**src/rtl/serial_frame_deserializer.sv**
```systemverilog
// Start-bit framed serial-to-parallel converter: hunts for a start bit, shifts
// WORDS_PER_FRAME words and hands each one out through a valid/ready register.
module serial_frame_deserializer #(
    parameter int   WORD_SIZE       = 8,
    parameter int   WORDS_PER_FRAME = 2,
    parameter int   CLKS_PER_BIT    = 1,
    parameter logic START_BIT       = 1'b0,
    parameter bit   MSB_FIRST       = 1'b0,
    localparam int  INDEX_W         = (WORDS_PER_FRAME > 1) ? $clog2(WORDS_PER_FRAME) : 1
) (
    input  logic                 clock,
    input  logic                 reset,
    input  logic                 start,
    input  logic                 abort,
    input  logic                 data_in,
    output logic [WORD_SIZE-1:0] word_out,
    output logic                 word_valid,
    input  logic                 word_ready,
    output logic [INDEX_W-1:0]   word_index,
    output logic                 word_last,
    output logic                 frame_done,
    output logic                 overflow,
    output logic                 busy
);

    localparam int TICK_W = (CLKS_PER_BIT > 1) ? $clog2(CLKS_PER_BIT) : 1;
    localparam int BIT_W  = $clog2(WORD_SIZE + 1);
    localparam int WORD_W = $clog2(WORDS_PER_FRAME + 1);

    localparam logic [TICK_W-1:0] TICK_LAST = TICK_W'(CLKS_PER_BIT - 1);
    localparam logic [BIT_W-1:0]  BIT_LAST  = BIT_W'(WORD_SIZE - 1);
    localparam logic [WORD_W-1:0] WORD_LAST = WORD_W'(WORDS_PER_FRAME - 1);

    typedef enum logic [1:0] {
        IDLE,
        ARMED,
        SHIFT
    } state_t;

    state_t                state_q, state_d;
    logic [TICK_W-1:0]     tick_q, tick_d;
    logic [BIT_W-1:0]      bit_q, bit_d;
    logic [WORD_W-1:0]     word_q, word_d;
    logic [WORD_SIZE-1:0]  shreg_q, shreg_d;
    logic [WORD_SIZE-1:0]  word_out_d;
    logic                  word_valid_d;
    logic [INDEX_W-1:0]    word_index_d;
    logic                  word_last_d;
    logic                  frame_done_d;
    logic                  overflow_d;

    logic [WORD_SIZE-1:0]  shifted;
    logic                  consume;
    logic                  capture;

    assign shifted = MSB_FIRST ? {shreg_q[WORD_SIZE-2:0], data_in}
                               : {data_in, shreg_q[WORD_SIZE-1:1]};
    assign consume = word_valid && word_ready;
    assign busy    = (state_q != IDLE) || start;

    always_comb begin
        // NOTE: every signal gets a default here so no path leaves one unassigned (no latches).
        state_d      = state_q;
        tick_d       = tick_q;
        bit_d        = bit_q;
        word_d       = word_q;
        shreg_d      = shreg_q;
        word_out_d   = word_out;
        word_valid_d = word_valid && !consume;
        word_index_d = word_index;
        word_last_d  = word_last;
        frame_done_d = 1'b0;
        overflow_d   = overflow;
        capture      = 1'b0;

        unique case (state_q)
            IDLE: begin
                if (start) begin
                    state_d    = ARMED;
                    overflow_d = 1'b0;
                end
            end
            ARMED: begin
                if (abort) begin
                    state_d = IDLE;
                end else if (data_in == START_BIT) begin
                    state_d = SHIFT;
                    tick_d  = '0;
                    bit_d   = '0;
                    word_d  = '0;
                    shreg_d = '0;
                end
            end
            SHIFT: begin
                if (abort) begin
                    state_d = IDLE;
                    tick_d  = '0;
                    bit_d   = '0;
                    word_d  = '0;
                end else begin
                    tick_d = (tick_q == TICK_LAST) ? '0 : tick_q + 1'b1;
                    if (tick_q == TICK_LAST) begin
                        shreg_d = shifted;
                        if (bit_q == BIT_LAST) begin
                            bit_d   = '0;
                            word_d  = word_q + 1'b1;
                            capture = 1'b1;
                            if (word_q == WORD_LAST) begin
                                frame_done_d = 1'b1;
                                state_d      = IDLE;
                            end
                        end else begin
                            bit_d = bit_q + 1'b1;
                        end
                    end
                end
            end
            default: state_d = IDLE;
        endcase

        // A completed word may only replace the held one if it is empty or leaving now.
        if (capture) begin
            if (!word_valid || consume) begin
                word_out_d   = shifted;
                word_index_d = INDEX_W'(word_q);
                word_last_d  = (word_q == WORD_LAST);
                word_valid_d = 1'b1;
            end else begin
                overflow_d = 1'b1;
            end
        end
    end

    always_ff @(posedge clock) begin
        if (reset) state_q <= IDLE;
        else       state_q <= state_d;
    end

    always_ff @(posedge clock) begin
        if (reset) begin
            tick_q     <= '0;
            bit_q      <= '0;
            word_q     <= '0;
            shreg_q    <= '0;
            word_out   <= '0;
            word_valid <= 1'b0;
            word_index <= '0;
            word_last  <= 1'b0;
            frame_done <= 1'b0;
            overflow   <= 1'b0;
        end else begin
            tick_q     <= tick_d;
            bit_q      <= bit_d;
            word_q     <= word_d;
            shreg_q    <= shreg_d;
            word_out   <= word_out_d;
            word_valid <= word_valid_d;
            word_index <= word_index_d;
            word_last  <= word_last_d;
            frame_done <= frame_done_d;
            overflow   <= overflow_d;
        end
    end

endmodule

```
**config.mk**
```make
export PLATFORM = sky130hd
export DESIGN_NAME = serial_frame_deserializer
export DESIGN_NICKNAME = d
export VERILOG_FILES = /design/src/rtl/serial_frame_deserializer.sv
export SDC_FILE = /design/constraint.sdc
export NUM_CORES = 1
export LEC_CHECK = 0
export CORE_UTILIZATION = 52
export DETAILED_ROUTE_END_ITERATION = 7
export HOLD_SLACK_MARGIN = 0.08
export PLACE_DENSITY = 0.85
export SLEW_MARGIN = 20
export SYNTH_ARGS = -nofsm -noshare
export SYNTH_HDL_FRONTEND = slang
export SYNTH_SLANG_ARGS = --single-unit
```
**constraint.sdc**
```tcl
create_clock -name clock -period 1.7 [get_ports clock]
set_input_delay 0.34 -clock clock [delete_from_list [all_inputs] [get_ports clock]]
set_output_delay 0.34 -clock clock [all_outputs]
set_load 0.05 [all_outputs]
```
* After elaboration in Yosys (flattened, before gate mapping)
Cells that the tools add are included.
** Word-level totals
- Bits of input ports :: 6
- Register bits :: 30
** Cells by class
- Eq/ne operators :: 13
- Reduce and logical (&&, ||, !) cells :: 16
- Mux-type cells :: 41
- Add/sub/neg operators :: 3
- Bitwise logic cells :: 2
** Operators with widths (count)
- two-way mux 8 bit :: 4
- two-way mux 2 bit :: 12
- two-way mux 4 bit :: 5
- one-hot mux 8 bit (2 select lines) :: 1
- two-way mux 1 bit :: 15
- AND reduction 5 bit :: 3
- != test 3 bit, second input constant :: 4
- != test 2 bit, second input constant :: 5
- one-hot mux 4 bit (2 select lines) :: 1
- one-hot mux 2 bit (3 select lines) :: 1
- OR reduction 5 bit :: 1
- adder 4 x 1 -> 4 bit, second input constant :: 1
- equality test 2 x 1 -> 1 bit, second input constant :: 2
- equality test 4 x 3 -> 1 bit, second input constant :: 1
- one-hot mux 2 bit (2 select lines) :: 1
- AND reduction 4 bit :: 1
- nonzero test 2 bit :: 2
- AND reduction 3 bit :: 1
- adder 2 x 1 -> 2 bit, second input constant :: 1
- equality test 2 bit, second input constant :: 1
- logical AND 1 bit :: 2
- zero test 1 bit :: 2
- zero test 2 bit :: 1
- logical OR 1 bit :: 2
- 4 further kinds :: 5

* Depth between registers and ports, before layout
Gate-level depths: netlist of the first run.
- Depth in word-level cells :: 6
- Mapped depth :: 5
- Mapped depth without buffers :: 5

* Least setup slack after synthesis of the first run
No wires, ideal clock.
- Path kind :: flip-flop to flip-flop
- Start point :: register state_q[0]
- End point :: register word_q[0]
- Setup slack :: 0.217 ns
- Data arrival time :: 1.355 ns
- Stages on the path, launching flop included :: 6
- Period minus slack after synthesis :: 1.483 ns
- Setup time :: 0.128 ns
- Cells stage by stage :: dfxtp_1 -> buf_2 -> or4b_1 -> buf_2 -> a221oi_2 -> a211oi_1
** On the way
- Cells in the longest elaborated chain, start to end :: 3
- Elaborated cells on any way between the ends :: 9
** Ends and longest elaborated chain
- start: declaration :: line 40 : state_t state_q, state_d;
- start signal: assignment :: line 136 : else state_q <= state_d;
- equality test 2 bit / equality test 2 x 1 -> 1 bit (equally long branches) :: line 76 : unique case (state_q)
- != test 3 bit (no line), or another cell as far along
- AND reduction 5 bit (no line)
- end signal: assignment :: line 154 : word_q <= word_d;
- end: declaration :: line 43 : logic [WORD_W-1:0] word_q, word_d;
Parallel ways exist; a longest one is shown, timed or not.
A chain may end at the register's enable or synchronous reset.

* Final worst setup path of the first run
- Start point :: input start
- End point :: output busy
** On the way
- Cells in the longest elaborated chain, start to end :: 1
** Ends and longest elaborated chain
- start: declaration :: line 13 : input logic start,
- logical OR 1 bit :: line 59 : assign busy = (state_q != IDLE) || start;
- end: declaration :: line 23 : output logic busy
Every way passes these cells.

==> impl_results.md, run 1 <==
- Result of the run: finished clean
- Number of placement rows: 17
- Areal power density over the cells: about 750 nW/um2
- Post-route fraction of the period consumed by the critical path: 97.5%
- Total global routing track utilization: 22.1%
- Yosys synthesis warning count: 0
- Buffering stage count on the worst path with inverters included: 2
- Synthesized netlist net count: around 140
- Non-filler instance count after layout: ~190
- Class of the most critical setup path: in -> out
- Cell accounting for the most synthesized area: dfxtp_1
- Overall die area: 2680 um2
- Wire length of the first global-routing pass: around 4.4 mm
- Setup repair after global routing missed its margin: no
- Max-slew headroom: 73.9%
- Ys flop type: dfxtp_1
- Cell total after placement: roughly 180
- Kind of start point of the critical path: input pin
- Overall power consumption: about 1.2 mW
- Final worst path period need: around 1700 ps
- CP top delay family: buffers and inverters
- Buffers on Ports: 19
- CP cell instances: clkdlybuf4s50_1 > or3_4 > buf_8
- Core Footprint: ~2300 um2
- Setup Skew: between 4 and 5 ps
- Count of nets after finishing: 168
- Syn Inst Count: around 140
- Sum of negative setup slack: 0 ps
- Largest driver fanout on the critical path: 2
- Leakage Power: around 0.58 nW
- Number of distinct standard cells referenced by the synthesized netlist: 40
- Via count of the first global-routing pass: between 1000 and 1500
- Largest family of logic cells by synthesized area: simple AND/OR/NAND/NOR gates
- Synth Area in Compound Gates: 15.5%
- Max Cap Viol: 0
- Sum of net half-perimeters after detailed placement: approximately 1.9 mm
- Post-synthesis area per instance: around 9.5 um2
- Fraction of synthesized cell area in xor and xnor cells: less than 1%
- Maximum number of pins on one net before global-route repair: 17
- Initial antenna violation count: 0
- Overall routed net length: 2.64 mm
- Share of flip-flops with an asynchronous set or reset after synthesis: 0%
- Routability congestion estimate from global placement: 0.749
- Data arrival time of the critical path: 1320 ps
- Grt ovf: 0
- TritonCTS buffer count: 3
- WP data required: 1360 ps
- Die boundary width: a little over 50 um
- Synthesized-area fraction occupied by adder cells: under 10%
- Worst min-delay path class: reg -> reg
- Multiplexer area fraction after synthesis: between 5 and 6%
- Seq cells post-synth: 28
- Setup violations, final: 0
- Library cell used as clock root buffer: clkbuf_4
- Clock tree from TritonCTS: yes
- Number of DRC markers after the initial detailed-route iteration: 14
- Peak VDD IR: ~530 uV
- Worst slew pin tran: about 390 ps
- Count of antenna-violating nets left after detailed routing: 0
- Area share of the largest cell type after synthesis: 43.5%
- Ports: 20
- Wire length per cell: about 14 um
- Maximum clock rate: roughly 600 MHz
- Routed vias/inst: 5.82
- Mapped cell area: about 1300 um2
- Count of flip-flops with a built-in enable after synthesis: 0
- Basic-gate share of the synthesized area counting and, or, nand and nor cells: between 20% and 30%
- Starting Density: between 50% and 60%
- DRC: 0
- Maximum number of buffers from clock root to sink: 2
- Ranking of synthesized cells by area: dfxtp_1, nand2b_1, mux2i_1
- Clock sink count: 28
- Worst-path cell with the longest stage delay: clkdlybuf4s50_1
- Total via count after detailed routing: between 1000 and 1500
- Maximum cell stage delay along the critical path: ~420 ps
- N_diodes: 0
- Clock slew seen by the registers of the worst setup and hold paths: about 140 ps
- Count of pins over their slew limit: 0
- Fill cell total of the finished layout: roughly 170
- Layout cell share with drive strength beyond 1: around a quarter
- CTS Hold Bufs: 0
- Sequential area share after synthesis: 43.5%
- Capturing element type of the critical path: primary output
- Number of iterations in the first detailed-routing pass: 4
- Post-layout worst setup margin: approximately 42 ps
- Layout overhead on the synthesized area: 22.4%
- Place WS: -263 ps
- Chip height: between 50 and 60 um
- Hold Violations, Final: 0
- Insertion delay to the later sink of the worst-skew pair: about 320 ps
- Deepest level of the CTS H-tree: 1
[final timing paths]
| path | start | to | cells past startpoint | slack (ps) |
|---|---|---|---|---|
| max reg2reg | state_q[0] | word_out[5] | 4 | 60 |
| max | start | busy | 3 | 40 |
| min | word_out[7] | word_out[7] | 2 | 480 |
| min reg2reg | word_out[7] | word_out[7] | 2 | 480 |
[worst min-delay path, delay by kind of cell, from the launching register on]
family          cells  cell delay, ps
flops               1             340
compound gates      2             120
[layout by cell type (no fill, tap or decap), types with 3 or more instances in the layout]
master / count
clkdlybuf4s50_1: 5
buf_4: 24
clkbuf_4: 3
nand2b_1: 15
a21oi_1: 10
or3_1: 7
dfxtp_1: 26
inv_1: 3
o21ai_0: 7
nand3_1: 5
nor2_1: 3
nand4_1: 3
mux2i_1: 7
o31ai_1: 4
[logic make-up (layout without fill, tap and decap cells)]
logic type	Yosys count	count (layout)
AND/OR/NAND/NOR	52	52
AO/OA/AOI/OAI	31	31
flip-flops	28	28
buffers and inverters	14	38
multiplexers	7	7
adder cells (fa/ha/maj)	2	2
XOR/XNOR	1	1
[cell usage after synthesis (all sizes together) (3+ instances only)]
library cell  number
nand3              5
o31ai              4
o21ai              8
clkbuf             5
buf                6
a21oi             10
nand4              3
inv                3
nor2               3
dfxtp             28
nand2b            15
or3                8
or3b               3
mux2i              7
[metal layers]
metal / up-vias / routed length, um / track usage [%]
met5: - / 0 / 0
li1: 539 / - / -
met2: 20 / 1340 / 39.0
met4: 0 / 26 / 10.4
met1: 528 / 1190 / 26.4
met3: 2 / 74 / 2.63
[registers in the layout, indices dropped and copies added (netlist names)]
register    flops
word_valid      1
bit_q           4
word_index      1
word_out        8
shreg_q         7
state_q         2
word_q          2
overflow        1
frame_done      1
word_last       1
[stage by stage]
step | cell area [um2] | hold slack [ps] | util (%)
after detailed placement | 1500 | 463 | 65.9
after floorplan | 1290 | 453 | -
after global routing | 1580 | 519 | 69.3
final | 1580 | 482 | 69.3
after CTS | 1580 | 482 | 69.3
after global placement | 1500 | 461 | 65.9
[what timing repair did]
action,in CTS,in global routing
gates resized for setup,6,0
buffers inserted,2,0
cloned,0,0
pin swaps,1,1
endpoints found under the setup margin,1,1
[cell type report]
| type | instances | area [um2] | share of cell area, % |
|---|---|---|---|
| multi-input cells | 93 | 658 | 41.7 |
| well taps | 28 | 35.0 | 2.22 |
| repair buffers | 31 | 256 | 16.3 |
| inverters | 3 | 11.3 | 0.714 |
| clock inverters | 1 | 30.0 | 1.90 |
| flip-flops and latches | 28 | 563 | 35.7 |
| clock buffers | 3 | 22.5 | 1.43 |
[report_power, final]
group          internal (mW)  switching (mW)
clock                  0.238           0.190
sequential             0.661         0.00381
combinational         0.0489          0.0455
total                  0.948           0.240
(Power assumes the default switching activity.)
==> run 2: changes to the inputs <==
==> constraint.sdc (replaced) <==
create_clock -name clock -period 1.9 [get_ports clock]
set_input_delay 0.38 -clock clock [delete_from_list [all_inputs] [get_ports clock]]
set_output_delay 0.38 -clock clock [all_outputs]
set_load 0.05 [all_outputs]
==> run 2 against run 1 <==
- first-iteration DRC count down 7.1%
- sequential cell count unchanged
- register-to-register slack better by 150 ps
- worst hold slack worse by 6.4 ps
- core utilization up 0.27 points
- global-route usage up 0.60 points
- routed wire length down 0.15%
- critical path depth down 1
- non-clock buffer count down 3
- clock power down 33%
- critical path type is now reg -> out
- highest routed layer unchanged
==> impl_results.md, run 2 (same netlist as run 1, synthesis figures left out) <==
- Number of placement rows: 17 (unchanged)
- Maximum number of pins on one net before global-route repair: 16 (-1)
- Post-route fraction of the period consumed by the critical path: about 97%
- Maximum clock rate: between 500 and 600 MHz
- Count of pins over their slew limit: 0 (unchanged)
- CTS-repair resized insts: 0 (-6)
- Leading cell type in the layout, fill and taps excluded: dfxtp_1
- Largest driver fanout on the critical path: 10 (+8)
- Count of nets after finishing: 165 (-1.8%)
- Length in cells of the worst reg-to-reg path: 3 (-1)
- Routability congestion estimate from global placement: 0.784 (+4.6%)
- Overall die area: 2680 um2 (unchanged)
- Deepest level of the CTS H-tree: 1 (unchanged)
- Setup repair after global routing missed its margin: no
- Clock slew seen by the registers of the worst setup and hold paths: 140 ps (about the same)
- Starting Density: 56.6% (unchanged)
- Total global routing track utilization: 22.7% (+0.60 points)
- Total setup buffers inserted after CTS: 0 (-2)
- Die boundary width: 51.8 um (unchanged)
- Leakage Power: 0.753 nW (+29%)
- Worst reg2reg setup slack: 210 ps (+150 ps)
- WP data required: 1520 ps (+160 ps)
- Beginning of the worst register-to-register path: state_q[1]
- Post-route standard cell area excluding fillers: 1580 um2 (+0.40%)
- Grt ovf: 0 (unchanged)
- Worst slew pin tran: 504 ps (+113 ps)
- Setup violations, final: 0 (unchanged)
- Maximum number of buffers from clock root to sink: 2 (unchanged)
- Final hold slack: 476 ps (-6.42 ps)
- Commonest non-fill, non-tap cells in the layout: dfxtp_1, nand2b_1, dlymetal6s2s_1
- Clock tree from TritonCTS: yes
- Overall power consumption: 956 uW (-19%)
- Routed vias/inst: 5.85 (+0.42%)
- Capture instance of the worst register-to-register path: word_out[4]
- Insertion delay to the later sink of the worst-skew pair: 330 ps (about the same)
- N_diodes: 0 (unchanged)
- Fraction of met2 tracks used by global routing: 38.1% (-0.87 points)
- GR peak layer: met2
- Total via count after detailed routing: 1076 (-1.2%)
- GRT met1 Usage: 28.3% (+2.0 points)
- Flip-flop count of the largest register, all copies and words added: 8 (unchanged)
- Capturing element type of the critical path: primary output
- Clock sink count: 28 (unchanged)
- Areal power density over the cells: 604 nW/um2 (-20%)
- Library cell used as clock root buffer: clkbuf_4
- DRC: 0 (unchanged)
- Initial antenna violation count: 0 (unchanged)
- Number of iterations in the first detailed-routing pass: 5 (+1)
- Number of DRC markers after the initial detailed-route iteration: 13 (-1)
- Result of the run: finished clean
- Sum of net half-perimeters after detailed placement: 1.89 mm (+0.29%)
- Ports: 20 (unchanged)
- Cells on Worst Hold Path: 2 (unchanged)
- Min-delay src: word_out[6]
- TritonCTS buffer count: 3 (unchanged)
- Largest register by flop count: word_out
- CTS Hold Bufs: 0 (unchanged)
- Via count of the first global-routing pass: 1034 (+0.29%)
- Buffers on Ports: 19 (unchanged)
- Final worst path period need: 1850 ps
- Chip height: 51.8 um (unchanged)
- Layout cell share with drive strength beyond 1: 13.5% (-11 points)
- Setup Skew: 4.34 ps (-0.555 ps)
- Overall routed net length: 2.63 mm (-0.15%)
- Terminating pin of the worst hold path: word_out[6]
- Max Cap Viol: 0 (unchanged)
- Class of the most critical setup path: reg -> out
- Count of antenna-violating nets left after detailed routing: 0 (unchanged)
- Hold Violations, Final: 0 (unchanged)
- Wire length per cell: 14.3 um (+1.5%)
- Placed inst area: 1520 um2 (+1.2%)
- Worst min-delay path class: reg -> reg
- Layout overhead on the synthesized area: 22.9%
- Max-slew headroom: 66.4% (-7.5 points)
- Fill cell total of the finished layout: 188 (+9.9%)
- Top flop regs: word_out: 8 flops, shreg_q: 7 flops, bit_q: 4 flops
- Peak VDD IR: 506 uV (-4.7%)
- Met3 layer usage reported by global route: 2.92% (+0.29 points)
- Kind of start point of the critical path: register
- Wire length of the first global-routing pass: 4.47 mm (+2.2%)
- Core Footprint: 2280 um2 (unchanged)
- Data arrival time of the critical path: 1470 ps (+150 ps)
run 2: how the worst max path moves through the flow:
stage | start | to | cells past startpoint
3_5_place_dp | abort | word_out[4] | 4
5_1_grt | state_q[0] | busy | 2
6_report | state_q[1] | busy | 2
3_3_place_gp | abort | word_out[5] | 4
4_1_cts | word_out[4] | word_out[4] | 1
2_1_floorplan | state_q[0] | word_q[0] | 5
run 2: area by class of cell:
cell class              instances  area (um2)  share of cell area, %
multi-input cells              93         654                   41.3
flip-flops and latches         28         561                   35.4
repair buffers                 28         285                   18.0
clock buffers                   4        36.3                   2.29
well taps                      28        35.0                   2.21
inverters                       3        11.3                  0.711
run 2: worst max-delay path, stage by stage (launching register included):
cell and delay (ps):
dfxtp_1 430, or3_2 510, buf_4 200
run 2: report_power, final:
| group | switching, mW | internal [mW] | leakage (nW) |
|---|---|---|---|
| logic | 0.0354 | 0.0350 | 0.506 |
| registers | 0.00687 | 0.590 | 0.226 |
| clock network | 0.171 | 0.117 | 0.0210 |
| total | 0.213 | 0.743 | 0.753 |
run 2: metal layers:
layer  wire, um  share of wire (%)
met4         49                1.9
met5          0                  0
met2       1280                 49
met1       1210                 46
met3         92                3.5
run 2: per-stage QoR:
stage | setup WS [ps] | TNS, ps | utilization (%) | instances
final | 47.8 | 0 | 69.5 | 184
after global routing | 5.86 | 0 | 69.5 | 184
after CTS | 9.81 | 0 | 68.2 | 184
after detailed placement | -92.9 | -676 | 66.6 | 180
after global placement | -55.7 | -327 | 66.6 | 180
after floorplan | 417 | 0 | - | 135
